`src/rtl/bcd_pkg.sv`:
```
// Shared types and constants for the digit-serial BCD adder.
package bcd_pkg;
  typedef enum logic [1:0] {IDLE, CALC, DONE} state_t;

  localparam int BCD_DIGIT_W    = 4;
  localparam int BCD_MAX_DIGIT  = 9;
  localparam int BCD_CORRECTION = 6;
endpackage

```
`src/rtl/bcd_digit_add.sv`:
```
// One-digit BCD add with decimal correction; time-shared by the serial adder.
module bcd_digit_add
  import bcd_pkg::*;
(
  input  logic [3:0] a,
  input  logic [3:0] b,
  input  logic       cin,
  output logic [3:0] sum,
  output logic       cout
);
  logic [4:0] s;

  always_comb begin
    s    = {1'b0, a} + {1'b0, b} + {4'b0, cin};
    cout = s > 5'(BCD_MAX_DIGIT);
    // (s + 6)[3:0] only depends on s[3:0]
    sum  = cout ? s[3:0] + 4'(BCD_CORRECTION) : s[3:0];
  end
endmodule

```
`src/rtl/bcd_serial_adder.sv`:
```
// Digit-serial packed-BCD adder, LSD first, one digit per clock.
// Optional operand checking: BCD_SERIAL_ADDER_INVALID_CHECK_EN.
module bcd_serial_adder
  import bcd_pkg::*;
#(
  parameter int ARG_WIDTH = 32
) (
  input  logic                 clk,
  input  logic                 reset,
  input  logic [ARG_WIDTH-1:0] arg1,
  input  logic [ARG_WIDTH-1:0] arg2,
  input  logic                 start,
  output logic                 busy,
  output logic                 done,
  output logic [ARG_WIDTH-1:0] result,
  output logic                 overflow,
  output logic                 invalid
);
  localparam int DIGITS = ARG_WIDTH / BCD_DIGIT_W;
  localparam int CNT_W  = (DIGITS > 1) ? $clog2(DIGITS) : 1;

  state_t               state, state_nxt;
  logic [ARG_WIDTH-1:0] a_sh, b_sh;
  logic                 carry;
  logic [CNT_W-1:0]     cnt;
  logic [3:0]           dsum;
  logic                 dcout;
  logic                 accept, last;

  assign accept = start && (state == IDLE || state == DONE);
  assign last   = (cnt == CNT_W'(DIGITS - 1));
  assign busy   = (state == CALC);
  assign done   = (state == DONE);

  bcd_digit_add u_digit (
    .a    (a_sh[3:0]),
    .b    (b_sh[3:0]),
    .cin  (carry),
    .sum  (dsum),
    .cout (dcout)
  );

`ifdef BCD_SERIAL_ADDER_INVALID_CHECK_EN
  logic arg_bad, bad;

  always_comb begin
    arg_bad = 1'b0;
    for (int i = 0; i < DIGITS; i++)
      if (arg1[i*4 +: 4] > 4'(BCD_MAX_DIGIT) || arg2[i*4 +: 4] > 4'(BCD_MAX_DIGIT))
        arg_bad = 1'b1;
  end
`else
  assign invalid = 1'b0;
`endif

  always_ff @(posedge clk) begin
    if (reset) state <= IDLE;
    else       state <= state_nxt;
  end

  always_comb begin
    state_nxt = state;
    case (state)
      IDLE:    if (start) state_nxt = CALC;
      CALC:    if (last)  state_nxt = DONE;
      DONE:    state_nxt = start ? CALC : IDLE;
      default: state_nxt = IDLE;
    endcase
  end

  always_ff @(posedge clk) begin
    if (reset) begin
      a_sh     <= '0;
      b_sh     <= '0;
      carry    <= 1'b0;
      cnt      <= '0;
      result   <= '0;
      overflow <= 1'b0;
`ifdef BCD_SERIAL_ADDER_INVALID_CHECK_EN
      bad      <= 1'b0;
      invalid  <= 1'b0;
`endif
    end else if (accept) begin
      a_sh     <= arg1;
      b_sh     <= arg2;
      carry    <= 1'b0;
      cnt      <= '0;
      result   <= '0;
      overflow <= 1'b0;
`ifdef BCD_SERIAL_ADDER_INVALID_CHECK_EN
      bad      <= arg_bad;
      invalid  <= 1'b0;
`endif
    end else if (state == CALC) begin
      a_sh  <= a_sh >> BCD_DIGIT_W;
      b_sh  <= b_sh >> BCD_DIGIT_W;
      carry <= dcout;
      if (!last) cnt <= cnt + 1'b1;
      for (int i = 0; i < DIGITS; i++)
        if (cnt == CNT_W'(i)) result[i*4 +: 4] <= dsum;
      if (last) begin
        overflow <= dcout;
`ifdef BCD_SERIAL_ADDER_INVALID_CHECK_EN
        // bad operands: run full length for fixed timing, then report zero
        if (bad) begin
          result   <= '0;
          overflow <= 1'b0;
          invalid  <= 1'b1;
        end
`endif
      end
    end
  end
endmodule

```
`config.mk`:
```
export PLATFORM = sky130hd
export DESIGN_NAME = bcd_serial_adder
export DESIGN_NICKNAME = d
export VERILOG_FILES = /design/src/rtl/bcd_pkg.sv /design/src/rtl/bcd_digit_add.sv /design/src/rtl/bcd_serial_adder.sv
export SDC_FILE = /design/constraint.sdc
export NUM_CORES = 1
export LEC_CHECK = 0
export CAP_MARGIN = 20
export CORE_MARGIN = 2
export CORE_UTILIZATION = 54
export CTS_CLUSTER_SIZE = 14
export DETAILED_ROUTE_END_ITERATION = 8
export PLACE_DENSITY_LB_ADDON = 0.08
export SYNTH_ARGS = -nofsm -noshare
export SYNTH_HDL_FRONTEND = slang
export SYNTH_SLANG_ARGS = --single-unit
```
`constraint.sdc`:
```
create_clock -name clk -period 8.8 [get_ports clk]
set_input_delay 1.76 -clock clk [delete_from_list [all_inputs] [get_ports clk]]
set_output_delay 1.76 -clock clk [all_outputs]
set_load 0.1 [all_outputs]
```
-- After elaboration in Yosys (flattened, before gate mapping)
Index checks and enable logic that the tools add are counted.
- word-level logic and storage cells: 56
- output and inout port bits: 36
- register bits: 103
- bits of input ports: 67
- add/subtract/negate cells: 4
- equal/unequal tests: 11
- bitwise operators: 1
- muxes and demuxes: 9
- reduce and logical (&&, ||, !) cells: 16
- order comparisons: 1
- operator list (cell ; number):
    $mux W32 ; 4
    $reduce_and A2 Y1 ; 10
    $eq A3 B3 Y1 const B ; 4
    $eq A3 B2 Y1 const B ; 2
    $pmux W2 S3 ; 1
    $add A4 B4 Y5 ; 1
    $add A5 B1 Y5 ; 1
    $gt A5 B4 Y1 const B ; 1
    $add A4 B3 Y4 const B ; 1
    $mux W2 ; 2
    $mux W4 ; 1
    $add A3 B1 Y3 const B ; 1
    $eq A3 B1 Y1 const B ; 1
    $logic_not A3 Y1 ; 1
    $eq A2 B1 Y1 const B ; 1
    $eq A2 B2 Y1 const B ; 1
    $logic_not A2 Y1 ; 1
    $ne A2 B1 Y1 const B ; 1
    $ne A2 B2 Y1 const B ; 1
    $reduce_bool A2 Y1 ; 1
    $reduce_or A2 Y1 ; 1
    $logic_and A1 B1 Y1 ; 1
    $logic_or A1 B1 Y1 ; 1
    $mux W1 ; 1
    $not A1 Y1 ; 1

-- Longest topological paths before layout
Gate-level depths: netlist (run 1).
- depth after elaboration: 4
- depth in mapped cells: 10

-- Modules after synthesis
Synthesis (run 1) repeated with hierarchy kept, for this count alone.
- cells, all modules: 514
- area, all modules: 4690.7 um^2
- modules (own cells, without submodules) (module ; seq. area each (um^2) ; area each (um^2) ; cells each ; times used):
    bcd_serial_adder ; 2062.0 ; 4479.3 ; 492 ; 1
    bcd_digit_add ; 0.0 ; 211.5 ; 22 ; 1

-- Least setup slack after synthesis (run 1)
No wires, ideal clock.
- kind: register -> output
- start: register state[1]
- end: output done
- data arrival time: 1913 ps
- cell stages (with the launch flop): 3
- path slack: 5127 ps
- data required time: 7040 ps
- cells stage by stage: dfxtp_1 clkbuf_1 nor2b_1
- cells in the longest elaborated chain, start to end: 1
- RTL lines (item ; line ; RTL):
    start, declared ; bcd_serial_adder.sv:22 ; state_t state, state_nxt;
    start signal, assigned ; bcd_serial_adder.sv:58 ; else state <= state_nxt;
    $eq A2 B2 Y1 ; bcd_serial_adder.sv:33 ; assign done = (state == DONE);
    end, declared ; bcd_serial_adder.sv:14 ; output logic done,
Every way passes these cells.

-- Worst setup path in the final report (run 1)
- start: register state[0]
- end: output busy
- cells in the longest elaborated chain, start to end: 1
- RTL lines (item ; line ; RTL):
    $eq A2 B1 Y1 ; bcd_serial_adder.sv:32 ; assign busy = (state == CALC);
    end, declared ; bcd_serial_adder.sv:13 ; output logic busy,
Every way passes these cells.

==> results.md, run 1 <==
* Routed WL at around 11000 um
* CP Launch Type: register
* CTS tree: built
* Initial antenna violation count at 0
* Max Cap Viol at 0
* Initial Util at 55.9%
* GPL Wtd Cong at around 0.8
* Die height at ~96 um
* CP arrival at just over 3 ns
* Crit-path cells: nor2b_4 > buf_4 > clkdlybuf4s50_1
* Syn Nets at just under 600
* Met3 routed WL at between 500 and 600 um
* Finished Cell Area at between 5000 and 6000 um2
* CP Class: reg2out
* Mapped Avg Cell Area at between 8 and 9 um2
* Fin crit share at a little over half
* Status: completed
* # fillers at 663
* #FFs+latches synth at between 100 and 150
* Number of synthesized flops with an enable pin at 0
* Asr flop ratio synth at 0%
* Worst Min Path Start: b_sh[25]$_SDFFE_PP0P_
* H-tree Lvls at 3
* Drt first pass iters at 5
* Vias in the first global route at approximately 3600
* Crit-path max cell delay at approximately 1.3 ns
* Logic gate share of total power at between 15 and 20%
* CTS clk-pin slew, worst paths at 0.10 ns
* Highest Signal Layer: met4
* Net load switching power at between 0.2 and 0.3 mW
* Die ar. at between 9000 and 10000 um2
* Final #Nets at roughly 660
* Post-DP HPWL at ~7400 um
* Tightest Pin Transition at roughly 0.98 ns
* Seq pwr share at 49.4%
* CP Capture Type: output port
* PD cells at 176 nW/um2
* Residual DRC count at 0
* Primary FF master, synth: dfxtp_1
* Row count at 33
* Reg-to-reg endpoint: result[14]$_SDFFE_PP0P_
* Sw Ratio at 28.8%
* Yosys warnings at 0
* Clock share of power at a little under a third
* Worst r2r src: a_sh[0]$_SDFFE_PP0P_
* CP required at approximately 7.0 ns
* Hold Slack at 0.463 ns
* Pint at 0.733 mW
* Core area at about 8200 um2
* Ports at ~100
* Reg2reg path depth at 9
* Die width at 96.2 um
* Post-CTS sizing at 0
* RSZ-0062 raised after global routing: no
* # hold bufs at CTS at 0
* Total congestion overflow at 0
* Met2 routed WL at about 5400 um
* FMAX at 208 MHz
* Initial DRC Count at 256
* M1 WL at 4540 um
* Setup crit start: state[0]$_SDFFE_PP0P_
* Final Max Tran Viols at 0
* Register area share after synthesis at between 40% and 50%
* Hold Path Depth at 2
* Setup Buffers After CTS at 0
* Share of layout cells above drive strength 1 at between 7 and 8%
* DR WL/cell at ~15 um
* Type of the worst min-delay path: reg2reg
* GR Util All Layers at about a quarter
* Antenna-violating nets left at 0
* Fin Clk Skew at roughly 0.011 ns
* Skew-Pair Late Insertion Delay at between 0.3 and 0.4 ns
* Root Driver: clkbuf_8
* Hold Fails Final Rpt at 0
* Post-DR vias/cell at 5.75
* Synth-to-Final Area Change at 27.3%
* DR vias at 3988
* Netlist cell types at 43
* Post-DP Area at around 5600 um2
* Worst reg-to-reg setup slack at between 5 and 6 ns
* CP max-delay cell: clkdlybuf4s50_1
* Worst slew margin at about a third
* Leakage at 2.12 nW
* Clock Tree Buf Depth at 2
* First-pass GRT wire length at about 17000 um
* Minimum clock period at just under 5 ns
* Mapped Cells at about 510
* Post-Syn Area at between 4000 and 5000 um2
* Antenna Cells at 0
* Max VDD drop at 0.0911 mV
* Setup tns final at 0 ns
* Clock sink count at approximately 100
* Final setup vio count at 0
* Pin count of the biggest net entering global routing at just under 70
* CP max FO at 63
* Buffers added on ports at 101
* Reg area at between 2000 and 2500 um2
* Hold Path End: b_sh[25]$_SDFFE_PP0P_
* Multi-input gate area at 2350 um2
* Cts bufs inserted at 9
## how the worst max path moves through the flow
stage,cells after the start,to
after floorplan,2,done
after global placement,4,result[14]$_SDFFE_PP0P_
after detailed placement,4,carry$_SDFFE_PP0P_
after CTS,3,busy
after global routing,3,busy
final,3,busy
## cells in the mapped netlist (all sizes together), types with 4 or more instances
| cell | count | area (um2) |
|---|---|---|
| o31ai | 5 | 62.6 |
| a211oi | 36 | 275 |
| inv | 4 | 15.0 |
| a22oi | 35 | 263 |
| nor3 | 6 | 30.0 |
| nor2b | 5 | 31.3 |
| nand3 | 14 | 70.1 |
| dfxtp | 103 | 2060 |
| mux2i | 36 | 360 |
| or3 | 4 | 30.0 |
| buf | 16 | 80.1 |
| a32oi | 5 | 43.8 |
| ha | 10 | 125 |
| clkbuf | 28 | 105 |
| nor2 | 70 | 268 |
| a21oi | 41 | 216 |
| o21ai | 9 | 48.8 |
| a31oi | 10 | 92.6 |
| nand2 | 44 | 165 |
## power by group through the flow
stage          clock [mW]  combinational [mW]  sequential [mW]
2_1_floorplan           0               0.131            0.524
3_3_place_gp            0               0.195            0.519
3_5_place_dp            0               0.198            0.521
4_1_cts             0.323               0.199            0.510
5_1_grt             0.345               0.219            0.513
6_report            0.319               0.202            0.510
## cell type report
type	count	share of cell area, %
multi-input combinational	360	40.1
sequential	103	35.3
timing repair buffer	107	18.5
tap	105	2.25
clock buffer	9	2.12
clock inverter	5	1.43
inverter	4	0.257
## logic make-up (layout without fill, tap and decap cells)
kind of cell	after synthesis	count (layout)	share of synthesized area, %
other cells	1	1	0.0816
compound gates	153	153	23.9
flops	103	103	44.9
fa+ha+maj	12	12	3.59
buf+inv	48	125	4.36
simple gates	155	155	14.6
mux	37	37	8.17
xor+xnor	2	2	0.381
## flip-flops by register name, summed over array words and instances, names as in the netlist
register,flops
a_sh,32
b_sh,32
result,32
cnt,3
state,2
carry,1
overflow,1
## metrics by stage
stage / power (mW) / setup slack, ns / cells / util, %
after global routing: 1.08 / 3.84 / 693 / 71.2
after floorplan: 0.655 / 5.13 / 511 / -
after detailed placement: 0.719 / 4.31 / 677 / 68.1
after CTS: 1.03 / 3.97 / 691 / 70.6
final: 1.03 / 4.00 / 693 / 71.2
after global placement: 0.714 / 4.37 / 677 / 68.1
## placed cells by master (no fill, tap or decap), types with 3 or more instances in the layout
cell type        instances
a211oi_1                35
a21o_1                   3
a21oi_1                 40
a222oi_1                 3
a22oi_1                 35
a31oi_1                  8
a32oi_1                  5
and2_1                   3
buf_4                    4
clkbuf_8                 9
clkdlybuf4s50_1        100
dfxtp_1                103
ha_1                    10
inv_1                    3
mux2i_1                 36
nand2_1                 44
nand3_1                 14
nor2_1                  67
nor2_2                   3
nor2b_1                  3
nor3_1                   6
o21ai_0                  6
o22ai_1                  3
o31ai_2                  5
or2_2                    3
or3_1                    3
## metal layers
layer | vias to the layer above | track usage, %
met5 | - | 0
met4 | 0 | 9.40
met3 | 18 | 4.62
met2 | 131 | 40.6
met1 | 1848 | 29.3
li1 | 1991 | -
## critical path: cells and delay by family, from the launching register on
family,cells,cell delay (ns)
flip-flops,1,0.51
buffers and inverters,2,1.92
AND/OR/NAND/NOR,1,0.20
(Power assumes the default switching activity.)
==> run 2, diff against run 1 <==
--- a/config.mk
+++ b/config.mk
@@ -7,7 +7,7 @@
 export LEC_CHECK = 0
 export CAP_MARGIN = 20
 export CORE_MARGIN = 2
-export CORE_UTILIZATION = 54
+export CORE_UTILIZATION = 50
 export CTS_CLUSTER_SIZE = 14
 export DETAILED_ROUTE_END_ITERATION = 8
 export PLACE_DENSITY_LB_ADDON = 0.08
==> constraint.sdc (replaced) <==
create_clock -name clk -period 4.5 [get_ports clk]
set_input_delay 0.9 -clock clk [delete_from_list [all_inputs] [get_ports clk]]
set_output_delay 0.9 -clock clk [all_outputs]
set_load 0.1 [all_outputs]
==> run 2 against run 1 <==
Via count rose by 0.65%. Largest power group unchanged. Count of clock-buffer cells in the layout rose by 2. Worst hold slack got worse by 0.0061 ns. Design area fell by 0.45%. Critical endpoint is now result[30]$_SDFFE_PP0P_.
==> results.md, run 2 (same netlist as run 1, synthesis figures left out) <==
* Status: completed (unchanged)
* Crit-path max cell delay at 0.76 ns (was 1.28 ns)
* Antenna Cells at 0 (unchanged)
* DR vias at 4014 (was 3988)
* Worst slew margin at 34.2% (was 34.3%)
* Tightest Pin Transition at 0.983 ns (was 0.982 ns)
* Post-DR vias/cell at 5.75 (about the same)
* Cts bufs inserted at 9 (unchanged)
* Routed WL at 11200 um (was 10700 um)
* Die width at 99.9 um (was 96.2 um)
* Setup tns final at 0 ns (unchanged)
* Final Max Tran Viols at 0 (unchanged)
* Post-DP HPWL at 7700 um (was 7400 um)
* CP max-delay cell: fa_1 (was clkdlybuf4s50_1)
* Final setup vio count at 0 (unchanged)
* Residual DRC count at 0 (unchanged)
* Initial antenna violation count at 0 (unchanged)
* Most frequent cells in the layout: dfxtp_1, clkdlybuf4s50_1, nor2_1, nand2_1, a21oi_1 (unchanged)
* Max VDD drop at 0.222 mV (was 0.0911 mV)
* Total congestion overflow at 0 (unchanged)
* Post-CTS sizing at 0 (unchanged)
* Hold Path End: result[28]$_SDFFE_PP0P_ (was b_sh[25]$_SDFFE_PP0P_)
* CP Class: reg2reg (was reg2out)
* Fin crit share at 76.7%
* Worst Min Path Start: result[28]$_SDFFE_PP0P_ (was b_sh[25]$_SDFFE_PP0P_)
* Drt first pass iters at 5 (unchanged)
* Hold Fails Final Rpt at 0 (unchanged)
* Max Cap Viol at 0 (unchanged)
* First-pass GRT wire length at 18100 um (was 17100 um)
* Final #Nets at 664 (unchanged)
* Clock Tree Buf Depth at 2 (unchanged)
* Hold Path Depth at 2 (unchanged)
* Antenna-violating nets left at 0 (unchanged)
* Minimum clock period at roughly 3.5 ns
* Die height at 99.9 um (was 96.2 um)
* Worst reg-to-reg setup slack at 1.05 ns (was 5.32 ns)
* Crit-path cells: fa_1 > fa_1 > inv_2 > ha_1 > nor2b_1 > a31oi_4 > a31oi_4 > mux2_4 > o31ai_2 (was nor2b_4 > buf_4 > clkdlybuf4s50_1)
* Die ar. at 9970 um2 (was 9260 um2)
* Total Power at 1.99 mW (was 1.03 mW)
* Fin Clk Skew at 0.0162 ns (was 0.0106 ns)
* Leakage at 2.11 nW (was 2.12 nW)
* Row count at 34 (was 33)
* Top delay family on crit path: adder cells (was buffers and inverters)
* CP Depth at 9 (was 3)
* CP Capture Type: register (was output port)
* Share of layout cells above drive strength 1 at 7.63% (was 7.31%)
* Type of the worst min-delay path: reg2reg (unchanged)
* GPL Wtd Cong at 0.867 (was 0.818)
* Hold Slack at 0.457 ns (was 0.463 ns)
* Initial Util at 52.2% (was 55.9%)
* CP required at 4.78 ns (was 7.04 ns)
* CP bufs+invs at 1 (was 2)
* PD cells at 343 nW/um2 (was 176 nW/um2)
* # hold bufs at CTS at 0 (unchanged)
* Core area at 8810 um2 (was 8220 um2)
* Pin count of the biggest net entering global routing at 65 (was 68)
* Vias in the first global route at 3829 (was 3563)
* Initial DRC Count at 199 (was 256)
* Top flop regs: a_sh: 32 flops, b_sh: 32 flops, result: 32 flops (unchanged)
* Ports at 103 (unchanged)
* RSZ-0062 raised after global routing: no (unchanged)
* GR Util All Layers at 22.6% (was 23.8%)
* CP max FO at 12 (was 63)
* H-tree Lvls at 3 (unchanged)
* Clock sink count at 103 (unchanged)
* FMAX at ~290 MHz
* CTS clk-pin slew, worst paths at 0.09 ns (was 0.10 ns)
* Commonest non-fill, non-tap cell in the layout: dfxtp_1 (unchanged)
* Worst r2r src: a_sh[0]$_SDFFE_PP0P_ (unchanged)
* Buffers added on ports at 101 (unchanged)
* Synth-to-Final Area Change at 26.7% (was 27.3%)
* Reg2reg path depth at 9 (unchanged)
* CP Launch Type: register (unchanged)
* Root Driver: clkbuf_8 (unchanged)
* CP arrival at 3.73 ns (was 3.04 ns)
* CTS tree: built (unchanged)
* DR WL/cell at 16.0 um (was 15.4 um)
* Skew-Pair Late Insertion Delay at 0.37 ns (was 0.36 ns)
* Reg-to-reg endpoint: result[30]$_SDFFE_PP0P_ (was result[14]$_SDFFE_PP0P_)
* Setup Buffers After CTS at 0 (unchanged)
==> run 2: worst max-delay path by stage <==
stage	start	slack, ns	end
6_report	a_sh[0]$_SDFFE_PP0P_	1.05	result[30]$_SDFFE_PP0P_
5_1_grt	a_sh[0]$_SDFFE_PP0P_	0.82	result[14]$_SDFFE_PP0P_
4_1_cts	a_sh[0]$_SDFFE_PP0P_	1.07	result[18]$_SDFFE_PP0P_
3_5_place_dp	a_sh[0]$_SDFFE_PP0P_	1.11	result[18]$_SDFFE_PP0P_
3_3_place_gp	a_sh[0]$_SDFFE_PP0P_	1.22	result[26]$_SDFFE_PP0P_
2_1_floorplan	a_sh[0]$_SDFFE_PP0P_	1.68	result[30]$_SDFFE_PP0P_
==> run 2: routing by layer <==
metal | GRT usage (%) | share of wire, % | vias to the layer above | wire, um
li1 | - | - | 1989 | -
met1 | 28.3 | 44 | 1871 | 4910
met2 | 37.7 | 48 | 125 | 5330
met3 | 4.11 | 4.9 | 29 | 550
met4 | 11.1 | 3.4 | 0 | 374
met5 | 0 | 0 | - | 0
==> run 2: area by class of cell <==
class | instances | area (um2)
Sequential cell | 103 | 2060
Multi-Input combinational cell | 360 | 2350
Timing Repair Buffer | 107 | 1060
Clock buffer | 11 | 141
Clock inverter | 5 | 63.8
Tap cell | 108 | 135
Fill cell | 735 | 2990
Inverter | 4 | 15.0
==> run 2: tightest hold or removal path, delay by kind of cell (launching register included) <==
family / cells / cell delay (ns)
flops: 1 / 0.32
compound gates: 1 / 0.05
simple gates: 1 / 0.05
==> run 2: where the power goes <==
| part | total, mW | leakage [nW] | internal, mW | switching (mW) |
|---|---|---|---|---|
| Sequential | 0.997 | 0.843 | 0.963 | 0.0334 |
| Clock | 0.604 | 0.101 | 0.278 | 0.326 |
| Combinational | 0.394 | 1.17 | 0.158 | 0.235 |
==> run 2: stage by stage <==
| stage | setup slack (ns) | instances | instance area, um2 | util [%] |
|---|---|---|---|---|
| after global routing | 0.817 | 698 | 5820 | 66.1 |
| final | 1.05 | 698 | 5820 | 66.1 |
| after global placement | 1.22 | 681 | 5600 | 63.6 |
| after detailed placement | 1.11 | 681 | 5600 | 63.6 |
| after CTS | 1.07 | 697 | 5810 | 65.9 |
| after floorplan | 1.68 | 511 | 4590 | - |
==> run 3, diff against run 2 <==
==> constraint.sdc (replaced) <==
create_clock -name clk -period 3.4 [get_ports clk]
set_input_delay 0.68 -clock clk [delete_from_list [all_inputs] [get_ports clk]]
set_output_delay 0.68 -clock clk [all_outputs]
set_load 0.1 [all_outputs]
==> run 3 against run 2 <==
Sequential share of layout area increased by 0.17 points. Cell count increased by 0.29%. Sequential cell count unchanged. Highest routed layer unchanged. Global-route usage decreased by 0.13 points. Die area unchanged. Sequential power increased by 32%. Critical endpoint is now result[18]$_SDFFE_PP0P_. Clock skew decreased by 0.0053 ns. Combinational power increased by 33%. Critical path depth unchanged. Non-clock buffer count increased by 3. Worst setup slack got worse by 0.75 ns. Count of clock-buffer cells in the layout decreased by 1.
==> results.md, run 3 (same netlist as run 1, synthesis figures left out) <==
* Finished Cell Area at 5790 um2 (was 5820 um2)
* Ports at 103 (unchanged)
* CP Class: reg2reg (unchanged)
* CP arrival at 3.40 ns (was 3.73 ns)
* GPL Wtd Cong at 0.792 (was 0.867)
* Top flop regs: a_sh: 32 flops, b_sh: 32 flops, result: 32 flops (unchanged)
* Share of layout cells above drive strength 1 at 10.8% (was 7.63%)
* Status: completed (unchanged)
* Die height at 99.9 um (unchanged)
* FMAX at 322 MHz (was 290 MHz)
* DR vias at 3950 (was 4014)
* Worst Min Path Start: result[20]$_SDFFE_PP0P_ (was result[28]$_SDFFE_PP0P_)
* Hold Path End: result[20]$_SDFFE_PP0P_ (was result[28]$_SDFFE_PP0P_)
* Post-CTS sizing at 0 (unchanged)
* Final WS setup at 0.297 ns (was 1.05 ns)
* CP max FO at 11 (was 12)
* Cts bufs inserted at 9 (unchanged)
* Root Driver: clkbuf_8 (unchanged)
* Skew-Pair Late Insertion Delay at 0.37 ns (about the same)
* Antenna-violating nets left at 0 (unchanged)
* Pin count of the biggest net entering global routing at 65 (unchanged)
* PD cells at 452 nW/um2 (was 343 nW/um2)
* Hold Path Depth at 2 (unchanged)
* Post-DR vias/cell at 5.64 (was 5.75)
* CTS tree: built (unchanged)
* Final Max Tran Viols at 0 (unchanged)
* Clock sink count at 103 (unchanged)
* CP required at 3.69 ns (was 4.78 ns)
* Worst slew margin at 35.0% (was 34.2%)
* Max VDD drop at 0.253 mV (was 0.222 mV)
* Pre-CTS setup slack at 0.322 ns (was 1.11 ns)
* Synth-to-Final Area Change at 26.1% (was 26.7%)
* Reg2reg path depth at 9 (unchanged)
* Core area at 8810 um2 (unchanged)
* Row count at 34 (unchanged)
* Die width at 99.9 um (unchanged)
* CP Launch Type: register (unchanged)
* Residual DRC count at 0 (unchanged)
* Initial antenna violation count at 0 (unchanged)
* # hold bufs at CTS at 0 (unchanged)
* Commonest non-fill, non-tap cell in the layout: dfxtp_1 (unchanged)
* Minimum clock period at 3.10 ns (was 3.45 ns)
* Drt first pass iters at 5 (unchanged)
* Post-Place Cells at 684 (was 681)
* Die ar. at 9970 um2 (unchanged)
* Vias in the first global route at 3694 (was 3829)
* Final #Nets at 667 (was 664)
* Routed WL at 10800 um (was 11200 um)
* Worst r2r src: a_sh[0]$_SDFFE_PP0P_ (unchanged)
* Initial DRC Count at 175 (was 199)
* Total congestion overflow at 0 (unchanged)
* Final setup vio count at 0 (unchanged)
* H-tree Lvls at 3 (unchanged)
* Buffers added on ports at 101 (unchanged)
* Worst reg-to-reg setup slack at 0.30 ns (was 1.05 ns)
* Fin Clk Skew at 0.0109 ns (was 0.0162 ns)
* Tightest Pin Transition at 0.972 ns (was 0.983 ns)
* Total Power at 2.62 mW (was 1.99 mW)
* CTS clk-pin slew, worst paths at 0.10 ns (was 0.09 ns)
* GR Util All Layers at 22.5% (was 22.6%)
* Reg-to-reg endpoint: result[18]$_SDFFE_PP0P_ (was result[30]$_SDFFE_PP0P_)
* Layout Utilization at 65.8% (was 66.1%)
* Hold Slack at 0.459 ns (was 0.457 ns)
* Post-DP HPWL at 7520 um (was 7700 um)
* DR WL/cell at 15.5 um (was 16.0 um)
* RSZ-0062 raised after global routing: no (unchanged)
* Antenna Cells at 0 (unchanged)
* Post-DP Area at 5580 um2 (was 5600 um2)
* Clock Tree Buf Depth at 2 (unchanged)
* CP Capture Type: register (unchanged)
* Initial Util at 52.2% (unchanged)
* Setup tns final at 0 ns (unchanged)
* Hold Fails Final Rpt at 0 (unchanged)
* First-pass GRT wire length at 17900 um (was 18100 um)
* Type of the worst min-delay path: reg2reg (unchanged)
* Fin crit share at 91.3% (was 76.7%)
* Max Cap Viol at 0 (unchanged)
* Most frequent cells in the layout: dfxtp_1, clkdlybuf4s50_1, nor2_1, nand2_1, a21oi_1 (unchanged)
* Final non-filler cell total at 700 (was 698)
* Setup Buffers After CTS at 0 (unchanged)
* Leakage at 2.16 nW (was 2.11 nW)
==> run 3: cell types whose count changed in the layout (fill, tap and decap cells not counted) <==
cell             previous run  this run
clkinv_2                    0         2
clkbuf_1                    1         0
buf_4                       6        25
inv_6                       2         1
clkinvlp_4                  1         0
clkdlybuf4s50_1            99        83
==> run 3: worst max-delay path, cell delays in order, from the launching register on <==
cell     delay [ns]
dfxtp_1        0.34
fa_1           0.46
fa_1           0.55
inv_2          0.11
ha_1           0.23
nor2b_1        0.17
a31oi_4        0.38
a31oi_4        0.16
mux2_4         0.39
o31ai_2        0.23
==> run 3: power breakdown <==
part           switching [mW]  total [mW]  internal (mW)
Sequential             0.0431        1.32           1.27
Combinational           0.309       0.523          0.213
Clock                   0.419       0.777          0.358
==> run 3: area by class of cell <==
| cell class | instances | area [um2] |
|---|---|---|
| fill | 739 | 3010 |
| timing repair buffer | 110 | 1040 |
| tap | 108 | 135 |
| inverter | 4 | 15.0 |
| clock inverter | 5 | 57.6 |
| clock buffer | 10 | 138 |
| multi-input combinational | 360 | 2350 |
| sequential | 103 | 2060 |
==> run 3: how the worst max path moves through the flow <==
| stage | cells past startpoint | start | end |
|---|---|---|---|
| floorplan | 9 | a_sh[0]$_SDFFE_PP0P_ | result[30]$_SDFFE_PP0P_ |
| global placement | 9 | a_sh[0]$_SDFFE_PP0P_ | result[26]$_SDFFE_PP0P_ |
| detailed placement | 9 | a_sh[0]$_SDFFE_PP0P_ | result[18]$_SDFFE_PP0P_ |
| CTS | 9 | a_sh[0]$_SDFFE_PP0P_ | result[14]$_SDFFE_PP0P_ |
| global route | 9 | a_sh[0]$_SDFFE_PP0P_ | result[14]$_SDFFE_PP0P_ |
| finish | 9 | a_sh[0]$_SDFFE_PP0P_ | result[18]$_SDFFE_PP0P_ |
==> run 3: metal layers <==
metal / vias to the layer above / part of all wire (%) / GRT usage [%] / wire (um)
met5: - / 0 / 0 / 0
met4: 0 / 1.6 / 7.06 / 177
met3: 14 / 5.7 / 5.57 / 616
met2: 126 / 49 / 38.0 / 5280
met1: 1811 / 44 / 28.3 / 4750
li1: 1999 / - / - / -
